--- src/rtl/serial_subtractor_pkg.sv ---
// Shared types and constants for the bit-serial subtractor.
package serial_sub_pkg;

    localparam int SUB_WIDTH_DEF = 8;

    typedef enum logic [1:0] {
        S_IDLE = 2'd0,
        S_BUSY = 2'd1,
        S_DONE = 2'd2
    } sub_state_t;

endpackage

--- src/rtl/serial_subtractor_if.sv ---
// Request/result bundle between a controller (master) and the serial subtractor (slave).
interface serial_subtractor_if #(parameter int WIDTH = 8);

    logic             start;
    logic [WIDTH-1:0] a;
    logic [WIDTH-1:0] b;
    logic             bin;
    logic             busy;
    logic             done;
    logic [WIDTH-1:0] diff;
    logic             bout;
    logic             ovf;

    modport master (
        output start, a, b, bin,
        input  busy, done, diff, bout, ovf
    );

    modport slave (
        input  start, a, b, bin,
        output busy, done, diff, bout, ovf
    );

endinterface

--- src/rtl/serial_subtractor_onebit.sv ---
// One-bit full subtractor: d = x - y - bin, with borrow out.
module onebitsubtractor (
    input  logic x,
    input  logic y,
    input  logic bin,
    output logic d,
    output logic bout
);

    assign d    = x ^ y ^ bin;
    assign bout = (~x & y) | (~(x ^ y) & bin);

endmodule

--- src/rtl/serial_subtractor.sv ---
// Bit-serial subtractor: a - b - bin processed LSB first through one shared cell.
module serial_subtractor
    import serial_sub_pkg::*;
#(
    parameter int WIDTH = SUB_WIDTH_DEF
) (
    input  logic                clk,
    input  logic                rst,
    serial_subtractor_if.slave  sub
);

    localparam int             CW   = $clog2(WIDTH);
    localparam logic [CW-1:0]  LAST = CW'(WIDTH - 1);

    sub_state_t       state_q, state_d;
    logic [CW-1:0]    cnt_q, cnt_d;
    logic [WIDTH-1:0] a_sr_q, a_sr_d;
    logic [WIDTH-1:0] b_sr_q, b_sr_d;
    logic [WIDTH-1:0] res_q, res_d;
    logic             brw_q, brw_d;
    logic [WIDTH-1:0] diff_q, diff_d;
    logic             bout_q, bout_d;
    logic             ovf_q, ovf_d;

    logic             cell_d;
    logic             cell_bo;

    onebitsubtractor u_cell (
        .x    (a_sr_q[0]),
        .y    (b_sr_q[0]),
        .bin  (brw_q),
        .d    (cell_d),
        .bout (cell_bo)
    );

    always_comb begin
        state_d = state_q;
        cnt_d   = cnt_q;
        a_sr_d  = a_sr_q;
        b_sr_d  = b_sr_q;
        res_d   = res_q;
        brw_d   = brw_q;
        diff_d  = diff_q;
        bout_d  = bout_q;
        ovf_d   = ovf_q;

        case (state_q)
            S_IDLE, S_DONE: begin
                // DONE accepts a new request directly so back-to-back ops have no bubble.
                if (sub.start) begin
                    a_sr_d  = sub.a;
                    b_sr_d  = sub.b;
                    brw_d   = sub.bin;
                    res_d   = '0;
                    cnt_d   = '0;
                    state_d = S_BUSY;
                end else begin
                    state_d = S_IDLE;
                end
            end
            S_BUSY: begin
                a_sr_d = a_sr_q >> 1;
                b_sr_d = b_sr_q >> 1;
                res_d  = {cell_d, res_q[WIDTH-1:1]};
                brw_d  = cell_bo;
                cnt_d  = cnt_q + CW'(1);
                if (cnt_q == LAST) begin
                    // Results publish on the final bit so they stay stable throughout BUSY.
                    diff_d  = {cell_d, res_q[WIDTH-1:1]};
                    bout_d  = cell_bo;
                    ovf_d   = brw_q ^ cell_bo;
                    state_d = S_DONE;
                end
            end
            default: state_d = S_IDLE;
        endcase
    end

    always_ff @(posedge clk) begin
        if (rst) begin
            state_q <= S_IDLE;
            cnt_q   <= '0;
            a_sr_q  <= '0;
            b_sr_q  <= '0;
            res_q   <= '0;
            brw_q   <= 1'b0;
            diff_q  <= '0;
            bout_q  <= 1'b0;
            ovf_q   <= 1'b0;
        end else begin
            state_q <= state_d;
            cnt_q   <= cnt_d;
            a_sr_q  <= a_sr_d;
            b_sr_q  <= b_sr_d;
            res_q   <= res_d;
            brw_q   <= brw_d;
            diff_q  <= diff_d;
            bout_q  <= bout_d;
            ovf_q   <= ovf_d;
        end
    end

    assign sub.busy = (state_q == S_BUSY);
    assign sub.done = (state_q == S_DONE);
    assign sub.diff = diff_q;
    assign sub.bout = bout_q;
    assign sub.ovf  = ovf_q;

endmodule

--- src/flat_wrapper.sv ---
// flat-port wrapper written by rule: the top's interface ports become plain ports
module serial_subtractor_flat import serial_sub_pkg::*;
#(
    parameter int WIDTH = SUB_WIDTH_DEF
)
  (clk, rst, sub_start, sub_a, sub_b, sub_bin, sub_busy, sub_done, sub_diff, sub_bout, sub_ovf);
  serial_subtractor_if #(.WIDTH(WIDTH)) sub_i ();
  input  logic clk;
  input  logic rst;
  input wire logic [$bits(sub_i.start)-1:0] sub_start;
  input wire logic [$bits(sub_i.a)-1:0] sub_a;
  input wire logic [$bits(sub_i.b)-1:0] sub_b;
  input wire logic [$bits(sub_i.bin)-1:0] sub_bin;
  output wire logic [$bits(sub_i.busy)-1:0] sub_busy;
  output wire logic [$bits(sub_i.done)-1:0] sub_done;
  output wire logic [$bits(sub_i.diff)-1:0] sub_diff;
  output wire logic [$bits(sub_i.bout)-1:0] sub_bout;
  output wire logic [$bits(sub_i.ovf)-1:0] sub_ovf;
  assign sub_i.start = sub_start;
  assign sub_i.a = sub_a;
  assign sub_i.b = sub_b;
  assign sub_i.bin = sub_bin;
  assign sub_busy = sub_i.busy;
  assign sub_done = sub_i.done;
  assign sub_diff = sub_i.diff;
  assign sub_bout = sub_i.bout;
  assign sub_ovf = sub_i.ovf;
  serial_subtractor #(.WIDTH(WIDTH)) u_core (.clk(clk), .rst(rst), .sub(sub_i));
endmodule
--- config.mk ---
export PLATFORM = sky130hd
export DESIGN_NAME = serial_subtractor_flat
export DESIGN_NICKNAME = d
export VERILOG_FILES = /design/src/rtl/serial_subtractor_pkg.sv /design/src/rtl/serial_subtractor_if.sv /design/src/rtl/serial_subtractor_onebit.sv /design/src/rtl/serial_subtractor.sv /design/src/flat_wrapper.sv
export SDC_FILE = /design/constraint.sdc
export NUM_CORES = 1
export LEC_CHECK = 0
export ABC_CLOCK_PERIOD_IN_PS = 1550
export BUFFER_PORTS_ARGS = -buffer_cell sky130_fd_sc_hd__buf_4
export CORE_UTILIZATION = 53
export DETAILED_ROUTE_END_ITERATION = 8
export PLACE_DENSITY = 0.84
export REMOVE_ABC_BUFFERS = 1
export SETUP_SLACK_MARGIN = 0.2
export SYNTH_ARGS = -nofsm -noshare
export SYNTH_HDL_FRONTEND = slang
export SYNTH_SLANG_ARGS = --single-unit
export TNS_END_PERCENT = 1
--- constraint.sdc ---
create_clock -name clk -period 1.55 [get_ports clk]
set_clock_uncertainty 0.05 [all_clocks]
set_input_delay 0 -clock clk [delete_from_list [all_inputs] [get_ports clk]]
set_output_delay 0 -clock clk [all_outputs]
set_load 0.01 [all_outputs]
==> reports/qor.csv <==
stage,metric,value,unit
outcome,status,finished with violations,
outcome,violations,DRC,
drt,drt-initial-drc-count,38,
sta,finalSetupViolCount,0,
drt,drcViolationCount,4,
sta,rsz0062_at_grt,yes,
final_layout,utilization,0.788,
drt,wl_met2,2010,um
setup_path,crit_path_start_kind,flip-flop,
yosys,synth_area_per_cell,8.33,um2
global_routing,grt_max_degree,40,
power,ir_drop,0.839,mV
yosys,synth_top_cell_by_area,dfxtp_1,
cts,htree_levels,2,
drt,wl_met3,205,um
yosys,ys_warn_count,0,
setup_path,crit_required,1.50,ns
die,fp-row-count,19,
drt,routedWlPerCell,13.7,um
drt,dr_total_vias,1527,
die,die-area,0.00329,mm2
drt,postRouteAntennaNets,0,
drt,met1_length,1480,um
global_routing,antenna_found_initial,0,
power,p_total,0.00224,W
run,drv_cap,0,
global_routing,grt_usage,0.234,
power,power_density,1010,mW/mm2
final_layout,multi_input_area,777,um2
sta,slew_violations,0,
sta,max_slew_margin,0.711,
final_layout,fin_nets,265,
final_layout,final_common_cell,nand2_1,
sta,fin_crit,1.32,ns
die,core_area,0.00283,mm2
sta,worst_pin_slew,0.433,ns
final_layout,num_antenna_cells,0,
final_layout,fillers,201,
place,post-dp-hpwl,1890,um
final_layout,area_delta_synth_final,37.1,%
die,die_y,57.4,um
power,p_leak,0.880,nW
yosys,post-synth-top-area-fraction,0.480,
cts,clk_latency,0.35,ns
setup_path,worstSetupPathType,reg -> out,
setup_path,worstPathMaxFanout,22,
cts,cts_buffers,5,
cts,root_buffer,clkbuf_4,
setup_path,arrival,1.27,ns
global_routing,grt_pass1_vias,1410,
final_layout,final_cell_mix,"57 x nand2_1, 35 x dfxtp_1, 34 x buf_4",
cts,clock_sinks,39,
cts,cts_tree,yes,
sta,max_freq,758,MHz
cts,clkSlewWorstSetupHoldPaths,0.12,ns
yosys,synthTopCellsByArea,"dfxtp_1 48%, nand2_1 13%, a21oi_1 6.8%",
final_layout,register_area,786,um2
drt,wirelength,3740,um
min_path,hold_path.class,in -> reg,
sta,hold_viol_final,0,
setup_path,end_kind,primary output,
die,die_x,57.4,um
yosys,synthesis.area,0.00163,mm2
yosys,syn_inst,195,
die,initial_utilization,0.575,
die,num_io_pins,32,
drt,first_pass_iters,6,
place,numPortBuffers,31,
drt,top_layer,met4,
final_layout,drive_gt1_frac,0.255,
yosys,ys_ff_latch,39,
global_routing,grt-ovfl-total,0,
place,finalWeightedCongestion,0.728,
sta,fin_crit_sh,0.852,
yosys,seq_area_frac_synth,0.480,
global_routing,grt_pass1_wl,5870,um
yosys,yosys.cell_types.count,24,
cts,cts_buffer_depth,2,
drt,vias_per_cell,5.57,
## per-layer routing
metal,track usage,vias to the layer above
li1,-,754
met1,0.245,714
met2,0.437,52
met3,0.0703,7
met4,0.0836,0
met5,0,-
## area by class of cell
type | instances | share of cell area
clock buffers | 6 | 0.0185
clock inverters | 2 | 0.0270
inverters | 3 | 0.00730
flip-flops and latches | 39 | 0.353
well taps | 31 | 0.0174
repair buffers | 55 | 0.229
multi-input cells | 138 | 0.349
## per-stage QoR
step,setup WS (ns),TNS (ns),instance area (um2),instances,hold slack (ns)
2_1_floorplan,-0.339,-6.10,1530,179,0.0179
3_3_place_gp,0.169,0,1850,244,0.200
3_5_place_dp,0.0880,0,1850,244,0.208
4_1_cts,0.139,0,2170,272,0.000697
5_1_grt,0.182,0,2230,274,0.0358
6_report,0.230,0,2230,274,0.0335
## sequential cells by signal, indices dropped and copies added (netlist names), 2 cells and up
register / count
u_core.a_sr_q: 8
u_core.cnt_q: 3
u_core.b_sr_q: 8
u_core.state_q: 2
u_core.res_q: 7
u_core.sub.diff: 8
## worst paths after layout
| check | startpoint | end | depth (start not counted) | slack (ns) |
|---|---|---|---|---|
| worst max-delay path | u_core.state_q[0]$_SDFFE_PP0P_ | sub_busy | 4 | 0.23 |
| worst min-delay path | rst | u_core.sub.diff[4]$_SDFFE_PP0P_ | 2 | 0.03 |
| worst max register to register | u_core.cnt_q[0]$_SDFFE_PP0P_ | u_core.sub.bout$_SDFFE_PP0P_ | 5 | 0.25 |
| worst min register to register | u_core.sub.diff[4]$_SDFFE_PP0P_ | u_core.sub.diff[4]$_SDFFE_PP0P_ | 2 | 0.41 |
## critical path: stages, from the launching register on
cell and delay (ns):
dfxtp_2 0.43, nand2b_4 0.09, buf_12 0.16, inv_6 0.10
buf_4 0.13
## where the power goes
| group | switching, W | total [W] | internal, W |
|---|---|---|---|
| logic | 0.000159 | 0.000325 | 0.000166 |
| clock network | 0.000330 | 0.000834 | 0.000503 |
| registers | 0.0000330 | 0.00109 | 0.00105 |
## cells by family (layout without fill, tap and decap cells)
family,Yosys count,in the layout,synth area share
buf+inv,19,66,0.0654
fa+ha+maj,3,3,0.0277
xor+xnor,1,1,0.00539
flops,39,39,0.480
compound gates,39,39,0.181
simple gates,94,95,0.240
## repair_timing
item                                    CTS  global route
pin swaps                                 1             2
setup buffers                             2             1
gates cloned                              1             1
hold buffers                             17             0
endpoints found under the setup margin   11            15
endpoints found under the hold margin    17             0
gates resized for setup                   3            12
## Yosys cell counts
cell       number
o21a_1          1
buf_4           5
ha_1            2
inv_2           1
nand3_1        13
buf_6           1
a311oi_1        8
nand3b_1        1
clkbuf_1        2
a211oi_1        1
nand2b_1        3
a21oi_1        22
xnor2_1         1
a2bb2oi_1       1
and3b_1         1
inv_1           2
buf_1           1
dfxtp_1        39
nand2_1        57
buf_2           7
nor2_1         17
a311oi_2        6
nor2b_1         2
fa_1            1
No activity file was read; power rests on OpenSTA's default activity.
